File: src/rtl/lcd_ctrl.sv
`default_nettype none
// ----------------------------------------------------------------------------
// lcd_ctrl : character-LCD write sequencer (setup/enable/hold/wait) with a
//            one-entry pending slot.                              Rev 1.0
// ----------------------------------------------------------------------------
module lcd_ctrl #(
   parameter int unsigned T_SETUP = 2,
   parameter int unsigned T_EN    = 12,
   parameter int unsigned T_HOLD  = 2,
   parameter int unsigned T_EXEC  = 2000,
   parameter int unsigned T_CLEAR = 82000
) (
   input  logic        i_clk,
   input  logic        i_rst,
   input  logic        i_wr_en,
   input  logic [31:0] i_wr_data,
   input  logic        i_lcd_on,
   output logic        o_busy,
   output logic        o_done,
   output logic        o_overflow,
   output logic [31:0] o_status,
   output logic [7:0]  o_lcd_data,
   output logic        o_lcd_rs,
   output logic        o_lcd_rw,
   output logic        o_lcd_en,
   output logic        o_lcd_on
);

   // A zero-length phase still occupies one cycle.
   localparam int unsigned C_SETUP = (T_SETUP == 0) ? 1 : T_SETUP;
   localparam int unsigned C_EN    = (T_EN    == 0) ? 1 : T_EN;
   localparam int unsigned C_HOLD  = (T_HOLD  == 0) ? 1 : T_HOLD;
   localparam int unsigned C_EXEC  = (T_EXEC  == 0) ? 1 : T_EXEC;
   localparam int unsigned C_CLEAR = (T_CLEAR == 0) ? 1 : T_CLEAR;

   localparam int unsigned C_MAX01 = (C_SETUP > C_EN)    ? C_SETUP : C_EN;
   localparam int unsigned C_MAX23 = (C_HOLD  > C_EXEC)  ? C_HOLD  : C_EXEC;
   localparam int unsigned C_MAX03 = (C_MAX01 > C_MAX23) ? C_MAX01 : C_MAX23;
   localparam int unsigned C_MAX   = (C_MAX03 > C_CLEAR) ? C_MAX03 : C_CLEAR;
   localparam int unsigned CW      = (C_MAX > 2) ? $clog2(C_MAX) : 2;

   localparam logic [CW-1:0] C_LD_SETUP = CW'(C_SETUP - 1);
   localparam logic [CW-1:0] C_LD_EN    = CW'(C_EN    - 1);
   localparam logic [CW-1:0] C_LD_HOLD  = CW'(C_HOLD  - 1);
   localparam logic [CW-1:0] C_LD_EXEC  = CW'(C_EXEC  - 1);
   localparam logic [CW-1:0] C_LD_CLEAR = CW'(C_CLEAR - 1);
   localparam logic [CW-1:0] C_ONE      = CW'(1);

   typedef enum logic [2:0] {
      ST_IDLE  = 3'd0,
      ST_SETUP = 3'd1,
      ST_PULSE = 3'd2,
      ST_HOLD  = 3'd3,
      ST_WAIT  = 3'd4
   } state_t;

   state_t        state_q, state_d;
   logic [CW-1:0] cnt_q, cnt_d;
   logic          act_rs_q, act_rs_d;
   logic [7:0]    act_byte_q, act_byte_d;
   logic          buf_vld_q, buf_vld_d;
   logic          buf_rs_q, buf_rs_d;
   logic [7:0]    buf_byte_q, buf_byte_d;
   logic          ovf_q, ovf_d;
   logic          done_q, done_d;
   logic          lcd_on_q;

   logic          w_rs;
   logic [7:0]    w_byte;
   logic          w_cnt_zero;
   logic          w_long;
   logic [CW-1:0] w_ld_wait;
   logic          w_take;
   logic          w_unused;

   assign w_rs       = i_wr_data[9];
   assign w_byte     = i_wr_data[7:0];
   assign w_unused   = ^{i_wr_data[31:10], i_wr_data[8]};
   assign w_cnt_zero = (cnt_q == '0);

   // Clear (0x01) and return-home (0x02/0x03) need the long execution wait.
   assign w_long    = !act_rs_q && ((act_byte_q == 8'h01) || (act_byte_q[7:1] == 7'b0000001));
   assign w_ld_wait = w_long ? C_LD_CLEAR : C_LD_EXEC;

   always_ff @(posedge i_clk) begin
      if (i_rst) begin
         state_q    <= ST_IDLE;
         cnt_q      <= '0;
         act_rs_q   <= 1'b0;
         act_byte_q <= 8'h00;
         buf_vld_q  <= 1'b0;
         buf_rs_q   <= 1'b0;
         buf_byte_q <= 8'h00;
         ovf_q      <= 1'b0;
         done_q     <= 1'b0;
         lcd_on_q   <= 1'b0;
      end else begin
         state_q    <= state_d;
         cnt_q      <= cnt_d;
         act_rs_q   <= act_rs_d;
         act_byte_q <= act_byte_d;
         buf_vld_q  <= buf_vld_d;
         buf_rs_q   <= buf_rs_d;
         buf_byte_q <= buf_byte_d;
         ovf_q      <= ovf_d;
         done_q     <= done_d;
         lcd_on_q   <= i_lcd_on;
      end
   end

   always_comb begin
      state_d    = state_q;
      cnt_d      = cnt_q;
      act_rs_d   = act_rs_q;
      act_byte_d = act_byte_q;
      buf_vld_d  = buf_vld_q;
      buf_rs_d   = buf_rs_q;
      buf_byte_d = buf_byte_q;
      ovf_d      = ovf_q;
      done_d     = 1'b0;
      w_take     = 1'b0;

      case (state_q)
         ST_IDLE: begin
            if (i_wr_en) begin
               w_take     = 1'b1;
               act_rs_d   = w_rs;
               act_byte_d = w_byte;
               state_d    = ST_SETUP;
               cnt_d      = C_LD_SETUP;
            end
         end
         ST_SETUP: begin
            if (w_cnt_zero) begin
               state_d = ST_PULSE;
               cnt_d   = C_LD_EN;
            end else begin
               cnt_d = cnt_q - C_ONE;
            end
         end
         ST_PULSE: begin
            if (w_cnt_zero) begin
               state_d = ST_HOLD;
               cnt_d   = C_LD_HOLD;
            end else begin
               cnt_d = cnt_q - C_ONE;
            end
         end
         ST_HOLD: begin
            if (w_cnt_zero) begin
               state_d = ST_WAIT;
               cnt_d   = w_ld_wait;
            end else begin
               cnt_d = cnt_q - C_ONE;
            end
         end
         ST_WAIT: begin
            if (w_cnt_zero) begin
               done_d = 1'b1;
               if (buf_vld_q) begin
                  act_rs_d   = buf_rs_q;
                  act_byte_d = buf_byte_q;
                  buf_vld_d  = 1'b0;
                  state_d    = ST_SETUP;
                  cnt_d      = C_LD_SETUP;
               end else if (i_wr_en) begin
                  // Slot is empty: start the new word directly, no idle gap.
                  w_take     = 1'b1;
                  act_rs_d   = w_rs;
                  act_byte_d = w_byte;
                  state_d    = ST_SETUP;
                  cnt_d      = C_LD_SETUP;
               end else begin
                  state_d = ST_IDLE;
                  cnt_d   = '0;
               end
            end else begin
               cnt_d = cnt_q - C_ONE;
            end
         end
         default: begin
            state_d = ST_IDLE;
            cnt_d   = '0;
         end
      endcase

      // Uses buf_vld_d so a slot freed this cycle can be refilled at once.
      if (i_wr_en && !w_take) begin
         if (!buf_vld_d) begin
            buf_vld_d  = 1'b1;
            buf_rs_d   = w_rs;
            buf_byte_d = w_byte;
         end else begin
            ovf_d = 1'b1;
         end
      end
   end

   assign o_busy     = (state_q != ST_IDLE) || buf_vld_q;
   assign o_done     = done_q;
   assign o_overflow = ovf_q;
   assign o_lcd_data = act_byte_q;
   assign o_lcd_rs   = act_rs_q;
   assign o_lcd_rw   = 1'b0;
   assign o_lcd_en   = (state_q == ST_PULSE);
   assign o_lcd_on   = lcd_on_q;
   // Last RS sits at bit 9 to mirror the write-word layout.
   assign o_status   = {o_busy, ovf_q, 20'b0, act_rs_q, 1'b0, act_byte_q};

endmodule
`default_nettype wire

File: config.mk
export PLATFORM = sky130hd
export DESIGN_NAME = lcd_ctrl
export DESIGN_NICKNAME = d
export VERILOG_FILES = /design/src/rtl/lcd_ctrl.sv
export SDC_FILE = /design/constraint.sdc
export NUM_CORES = 1
export LEC_CHECK = 0
export BUFFER_PORTS_ARGS = -buffer_cell sky130_fd_sc_hd__buf_2
export CAP_MARGIN = 0
export CORE_MARGIN = 5
export CORE_UTILIZATION = 47
export DETAILED_ROUTE_END_ITERATION = 8
export GPL_ROUTABILITY_DRIVEN = 0
export PLACE_DENSITY = 0.82
export SLEW_MARGIN = 20
export SYNTH_ARGS = -nofsm -noshare
export SYNTH_HDL_FRONTEND = slang
export SYNTH_SLANG_ARGS = --single-unit
File: constraint.sdc
create_clock -name i_clk -period 1.8 [get_ports i_clk]
set_input_delay 0.27 -clock i_clk [delete_from_list [all_inputs] [get_ports i_clk]]
set_output_delay 0.27 -clock i_clk [all_outputs]
set_load 0.03 [all_outputs]
==> out/results.ini, run 1 <==
[clock_network]
cts_htree_levels=2
cts_buffer_depth=2
clk_latency_ns=0.31
path_clk_slew_ns=0.09
cts_buffers=5
cts.sinks=42
cts_tree=done
root_buffer=clkbuf_8

[cells_and_area]
final_common_cell=dfxtp_1
drive_above_1_share_pct=44.8
instances_no_fill=474
final_cell_area_mm2=0.00371
diodes=0
final_nets=438
final_cell_mix=38 x dfxtp_1, 37 x buf_2, 37 x buf_4, 22 x conb_1
area_growth_pct=38.3

[die]
start_util_pct=48.4
row_count=27
io_pins=83
die_h_um=85.5
dieArea_mm2=0.00732
dieWidth_um=85.5
fp.coreArea_mm2=0.00554

[drt]
routed_wirelength_um=8720
drcViolationCount=0
drtIter0Drc=313
firstDrtPassIters=5
wl_per_cell_um=18.4
antenna_left=0
vias=2903
via_per_inst=6.12

[timing]
finalMaxSlewViolations=0
finalSetupViolations=32
setup_tns_ns=-2.18
timing.final.crit_share_pct=107
layout_setup_ws_ns=-0.127
finClkSkew_ns=0.0128
slew_headroom_pct=53.3
worst_pin_slew_ns=0.701
rsz0062_at_grt=true
hold_viol=0
fin_crit_ns=1.93
fmax_mhz=519

[place]
hpwl_um=4790
place_area_mm2=0.00303
place_ws_ns=-0.117
numPortBuffers=37
placed_cells=453

[hold_path]
hold_depth=2
hold_class=input pin to flop

[setup_path]
crit_path_start_kind=flop
path_class=flop to flop
crit_path_max_fanout=5
worstPathRequired_ns=1.96
slowest_stage=or4_4
endpoint_kind=flop
arrival_ns=2.09
ff2ff_path_depth=8
slowest_delay_ns=0.47
path_cells=inv_2 > ha_4 > nor3b_4 > nand3_4 > buf_6 > or4_4 > a21oi_2 > nor3_1

[pwr]
powerDensity_mw_per_mm2=2380
power_w=0.00882
ir_drop_mv=1.22
p_leak_nw=1.48

[logic_synthesis]
synth_top_flop_cell=dfxtp_1
synthCells=338
synth-edff-count=0
synth_top_family_by_area=simple AND/OR/NAND/NOR gates
yosys-mux-area-fraction_pct=6.72
synthXorXnorAreaFrac_pct=0.327
synth-seq-cells=42
synth-async-reset-ratio_pct=0
syn_avg_cell_area_um2=7.93
yosysSeqAreaShare_pct=31.4
yosysWarnings=0
synth-compound-area-share_pct=21.5
synthAdderAreaFrac_pct=0.467
synth.cell_area_mm2=0.00268
synth_cell_type_count=55
synthSimpleGateAreaFrac_pct=24.6

[global_routing]
grt_pass1_wl_um=11100
grt_pass1_vias=2433
grt_antenna_before_repair=0
grt_max_degree=35
gr-total-overflow=0
grt_use_total_pct=18.3

[run_status]
failed_checks=setup timing
outcome=complete, but fails checks

[run]
max-cap-violations=0

==> stage by stage <==
stage / util [%] / hold WS, ns
finish: 66.9 / 0.185
global route: 66.9 / 0.222
CTS: 58.3 / 0.187
detailed placement: 54.8 / 0.449
global placement: 54.8 / 0.442
floorplan: - / 0.398
==> cells in the mapped netlist (2+ instances only) <==
| master | count | area (µm²) |
|---|---|---|
| a21oi_1 | 24 | 120 |
| o22ai_1 | 2 | 12.5 |
| a311oi_1 | 4 | 35.0 |
| nand2_1 | 21 | 78.8 |
| o31a_1 | 2 | 17.5 |
| nor2b_1 | 2 | 12.5 |
| a22oi_1 | 4 | 30.0 |
| inv_1 | 10 | 37.5 |
| nor3_1 | 8 | 40.0 |
| buf_2 | 7 | 35.0 |
| mux2i_1 | 18 | 180 |
| nor2_1 | 18 | 67.6 |
| o31ai_1 | 2 | 15.0 |
| a31oi_1 | 7 | 43.8 |
| nand2b_1 | 21 | 131 |
| dfxtp_1 | 42 | 841 |
| buf_4 | 34 | 255 |
| or2_2 | 3 | 18.8 |
| nand3_1 | 19 | 95.1 |
| a221oi_1 | 2 | 17.5 |
| buf_6 | 2 | 22.5 |
| or3_1 | 2 | 12.5 |
| clkbuf_1 | 13 | 48.8 |
| o21ai_0 | 29 | 145 |
| nor4_1 | 7 | 43.8 |
| o21ai_1 | 6 | 30.0 |
==> cell families (layout without fill, tap and decap cells) <==
kind of cell / count (synthesis) / in the layout
compound gates: 93 / 93
fa+ha+maj: 1 / 1
other cells: 1 / 22
flops: 42 / 42
buf+inv: 66 / 109
mux: 18 / 18
simple gates: 116 / 116
xor+xnor: 1 / 1
==> per-layer routing <==
metal  part of all wire (%)  vias up  wire length [µm]  track usage, %
li1                       -     1281                 -               -
met3                    7.2       60               626            3.07
met4                    5.8        0               506            7.63
met1                     38     1365              3300            22.6
met2                     49      197              4290            31.3
met5                      0        -                 0               0
==> worst paths after layout <==
kind,end,start,slack (ns)
worst min-delay path,o_lcd_on,i_lcd_on,0.19
worst max register to register,cnt_q[0],cnt_q[1],-0.13
worst max-delay path,cnt_q[0],cnt_q[1],-0.13
worst min register to register,o_overflow,o_overflow,0.46
==> where the power goes <==
part / switching [W] / internal [W] / total (W) / leakage [nW]
clock: 0.000363 / 0.000416 / 0.000780 / 0.0585
combinational: 0.00370 / 0.00284 / 0.00654 / 1.08
sequential: 0.000288 / 0.00121 / 0.00150 / 0.344
==> cell type report <==
| type | instances | area, µm² |
|---|---|---|
| Clock buffer | 5 | 68.8 |
| Clock inverter | 3 | 43.8 |
| Fill cell | 386 | 1830 |
| Inverter | 10 | 41.3 |
| Multi-Input combinational cell | 251 | 1940 |
| Sequential cell | 42 | 848 |
| Tap cell | 72 | 90.1 |
| Timing Repair Buffer | 91 | 672 |
==> sequential cells by signal, summed over array words and instances (netlist names) <==
register / cells
buf_vld_q: 1
o_overflow: 1
state_q: 3
o_done: 1
buf_rs_q: 1
o_lcd_data: 8
buf_byte_q: 8
cnt_q: 17
o_lcd_on: 1
o_lcd_rs: 1
==> critical path: cells and delay by family (launching register included) <==
family / cells / cell delay, ns
AND/OR/NAND/NOR: 4 / 0.95
flip-flops: 1 / 0.33
buffers and inverters: 2 / 0.22
AO/OA/AOI/OAI: 1 / 0.15
adder cells (fa/ha/maj): 1 / 0.13
==> timing repair <==
item	4_1_cts	5_1_grt
buffers inserted	2	9
endpoints found under the hold margin	0	0
pin swaps	4	36
setup endpoints to repair	29	41
hold buffers	0	0
gates cloned	0	3
resized for setup	22	92
Power figures use the tool's default switching activity.
==> inputs of run 2 (changes only) <==
--- a/constraint.sdc
+++ b/constraint.sdc
@@ -3,2 +3,2 @@
 set_output_delay 0.27 -clock i_clk [all_outputs]
-set_load 0.03 [all_outputs]
+set_load 0.005 [all_outputs]
==> run 2 against run 1 <==
  * Non-clock buffer count decreased by 2
  * Power down 3.6%
  * Routed wire length increased by 2.2%
  * The flow still finishes with violations (setup timing)
==> out/results.ini, run 2 (synthesis results as in run 1) <==
[cells_and_area]
largest_reg_flops=17
fillers=387
multi_input_area_mm2=0.00195
diodes=0
area_growth_pct=37.9
final_nets=436
final_common_cell=dfxtp_1
final_cell_mix=38 x dfxtp_1, 37 x buf_2, 35 x buf_4, 22 x conb_1
instances_no_fill=472
top_register=cnt_q
seq_area_um2=848
drive_above_1_share_pct=44.3

[drt]
drcViolationCount=0
routed_wirelength_um=8900
antenna_left=0
wl_per_cell_um=18.9
drtIter0Drc=303
via_per_inst=6.05
firstDrtPassIters=5
vias=2857

[timing]
finalMaxSlewViolations=0
slew_headroom_pct=53.2
timing.final.crit_share_pct=110
hold_viol=0
finalSetupViolations=33
layout_setup_ws_ns=-0.187
fmax_mhz=503
rsz0062_at_grt=true
hold_slack_ns=0.175
finClkSkew_ns=0.0152
worst_pin_slew_ns=0.703
fin_crit_ns=1.99
setup_tns_ns=-3.05

[clock_network]
holdBufCountCts=0
cts_tree=done
clk_latency_ns=0.31
cts_buffers=5
root_buffer=clkbuf_8
cts_htree_levels=2
cts_buffer_depth=2
path_clk_slew_ns=0.10
cts.sinks=42

[global_routing]
gr-total-overflow=0
grt_max_degree=35
grt_use_total_pct=18.3
grt_pass1_wl_um=11100
grt_antenna_before_repair=0
grt_pass1_vias=2433

[die]
die_h_um=85.5
row_count=27
dieWidth_um=85.5
dieArea_mm2=0.00732
start_util_pct=48.4
io_pins=83
fp.coreArea_mm2=0.00554

[setup_path]
crit_path_max_fanout=9
slowest_stage=dfxtp_2
crit_path_start_kind=flop
arrival_ns=2.23
path_cells=inv_2 > ha_4 > nor3b_4 > nand3_4 > buf_6 > o2111ai_2 > o221ai_4 > buf_12 > mux2i_2
crit_family=compound AO/OA/AOI/OAI gates
worstPathRequired_ns=2.04
crit_buf_inv=3
slowest_delay_ns=0.33
endpoint_kind=flop
path_class=flop to flop

[place]
hpwl_um=4790
numPortBuffers=37
placed_cells=453

[run]
max-cap-violations=0

[pwr]
powerDensity_mw_per_mm2=2300
power_w=0.00850
p_leak_nw=1.47
ir_drop_mv=0.945

[run_status]
failed_checks=setup timing
outcome=complete, but fails checks

[hold_path]
hold_class=input pin to flop

run 2: cell count changes in the layout (fill, tap and decap cells not counted):
cell and change:
buf_4 -2, clkinvlp_4 -1, o31ai_2 -1, o31ai_4 +1, inv_1 +1
run 2: final timing paths:
kind	start	to	slack, ns	cells past startpoint
worst max-delay path	cnt_q[1]	buf_rs_q	-0.19	9
worst min-delay path	i_lcd_on	o_lcd_on	0.18	2
worst max register to register	cnt_q[1]	buf_rs_q	-0.19	9
worst min register to register	o_overflow	o_overflow	0.47	2
run 2: layout make-up:
cell class / count / share of cell area [%]
clock buffers: 5 / 1.86
clock inverters: 3 / 1.18
inverters: 10 / 1.01
multi-input cells: 251 / 52.8
flip-flops and latches: 42 / 22.9
well taps: 72 / 2.44
repair buffers: 89 / 17.8
run 2: report_power, final:
part	total (W)	switching [W]	leakage, nW	internal [W]
clock network	0.000792	0.000376	0.0585	0.000416
registers	0.00151	0.000295	0.344	0.00121
logic	0.00620	0.00336	1.07	0.00284
total	0.00850	0.00403	1.47	0.00447
run 2: per-layer routing:
layer | wire length [µm] | global-route usage [%] | vias to the layer above
li1 | - | - | 1271
met5 | 0 | 0 | -
met2 | 4400 | 31.3 | 157
met1 | 3460 | 22.6 | 1386
met4 | 414 | 7.63 | 0
met3 | 629 | 3.07 | 43
run 2: what timing repair did:
action	in CTS	in global routing
pin swaps	4	36
cloned	0	3
resized for setup	22	92
buffers inserted	2	7
setup endpoints to repair	29	39
run 2: through the flow:
step	instance area (µm²)	worst slack, ns	utilization, %
floorplan	2790	-0.00213	-
global placement	3030	-0.0791	54.8
detailed placement	3030	-0.117	54.8
CTS	3230	-0.0982	58.3
global route	3700	-0.283	66.8
finish	3700	-0.187	66.8
==> inputs of run 3 (changes only) <==
- GPL_TIMING_DRIVEN: default -> 0
- SKIP_LAST_GASP: default -> 1
==> run 3 against run 2 <==
  * The flow still finishes with violations (setup timing)
  * Core utilization is 1.8 points lower
  * Clock power up 19%
  * Register-to-register slack is essentially flat
  * Count of clock-buffer cells in the layout grew 1
  * First-iteration DRC count up 2.0%
  * Combinational power decreased by 20%
  * Maximum frequency about the same
  * Routed wire length is 7.8% lower
==> out/results.ini, run 3 (synthesis results as in run 1) <==
[cells_and_area]
area_growth_pct=34.2
top_register=cnt_q
drive_above_1_share_pct=38.2
fin_util_pct=64.9
diodes=0
final_cell_mix=47 x buf_4, 38 x buf_2, 36 x dfxtp_1, 22 x conb_1
final_nets=455
final_cell_area_mm2=0.00360
final_common_cell=buf_4
largest_reg_flops=17
fillers=449

[clock_network]
holdBufCountCts=0
cts_buffers=5
path_clk_slew_ns=0.08
clk_latency_ns=0.30
cts_tree=done
cts_buffer_depth=2
cts_htree_levels=2
root_buffer=clkbuf_8
cts.sinks=42

[timing]
rsz0062_at_grt=true
hold_viol=0
fin_crit_ns=1.99
finClkSkew_ns=0.0110
slew_headroom_pct=55.1
worst_pin_slew_ns=0.674
layout_setup_ws_ns=-0.185
fmax_mhz=504
finalMaxSlewViolations=0
finalSetupViolations=34
hold_slack_ns=0.178
timing.final.crit_share_pct=110

[global_routing]
grt_antenna_before_repair=0
grt_pass1_vias=2635
gr-total-overflow=0
grt_max_degree=14
grt_pass1_wl_um=12600
grt_use_total_pct=20.9

[pwr]
powerDensity_mw_per_mm2=2080
ir_drop_mv=1.01
p_leak_nw=1.52

[setup_path]
path_class=flop to flop
crit_path_start_kind=flop
crit_path_max_fanout=4
path_cells=inv_2 > ha_4 > nor3b_4 > nand3_2 > buf_4 > or4b_4 > o41a_1 > a21oi_2
worstPathRequired_ns=2.03
slowest_delay_ns=0.51
slowest_stage=or4b_4
arrival_ns=2.21
endpoint_kind=flop

[run]
max-cap-violations=0

[run_status]
outcome=complete, but fails checks
failed_checks=setup timing

[drt]
drcViolationCount=0
vias=2828
routed_wirelength_um=8210
firstDrtPassIters=5
via_per_inst=5.76
wl_per_cell_um=16.7
antenna_left=0
drtIter0Drc=309

[die]
fp.coreArea_mm2=0.00554
dieWidth_um=85.5
start_util_pct=48.4
row_count=27
die_h_um=85.5
io_pins=83
dieArea_mm2=0.00732

[place]
place_area_mm2=0.00306
hpwl_um=5020
numPortBuffers=36

[hold_path]
hold_class=input pin to flop

[run 3: cell type report]
class	count	area [µm²]	area share, %
inverters	10	37.5	1.04
clock inverters	2	60.1	1.67
flip-flops and latches	42	851	23.7
repair buffers	55	349	9.70
plain buffers	53	387	10.7
clock buffers	6	82.6	2.30
multi-input cells	251	1740	48.4
well taps	72	90.1	2.50
[run 3: timing repair]
| item | in CTS | in global routing |
|---|---|---|
| gates resized for setup | 42 | 37 |
| setup buffers | 13 | 3 |
| gates cloned | 1 | 2 |
| endpoints found under the setup margin | 41 | 39 |
| pin swaps | 12 | 15 |
[run 3: metal layers]
metal	up-vias	track usage [%]	routed length, µm
li1	1319	-	-
met1	1320	26.1	3260
met2	161	37.0	4100
met3	28	3.36	661
met4	0	5.90	187
met5	-	0	0
[run 3: through the flow]
step                worst slack [ns]  cells  power, W  setup TNS [ns]
CTS                           -0.112    487   0.00662           -1.08
global placement              -0.240    467   0.00463           -6.05
finish                        -0.185    491   0.00747           -2.99
detailed placement            -0.306    467   0.00473           -8.12
floorplan                   -0.00213    359   0.00392        -0.00213
global route                  -0.254    491   0.00782           -5.52
[run 3: where the power goes]
group | switching (W) | leakage (nW) | total (W) | internal, W
registers | 0.000359 | 0.346 | 0.00158 | 0.00122
clock network | 0.000353 | 0.0714 | 0.000945 | 0.000592
logic | 0.00270 | 1.10 | 0.00495 | 0.00224
total | 0.00342 | 1.52 | 0.00747 | 0.00405
[run 3: critical path, delay by kind of cell, from the launching register on]
family	cells	cell delay, ns
compound gates	2	0.27
simple gates	3	0.93
flops	1	0.34
buf+inv	2	0.24
fa+ha+maj	1	0.13
[run 3: worst paths after layout]
kind | from | endpoint | slack [ns] | depth (start not counted)
worst max register to register | cnt_q[0] | cnt_q[9] | -0.19 | 8
worst max-delay path | cnt_q[0] | cnt_q[9] | -0.19 | 8
worst min register to register | o_overflow | o_overflow | 0.46 | 2
worst min-delay path | i_lcd_on | o_lcd_on | 0.18 | 2
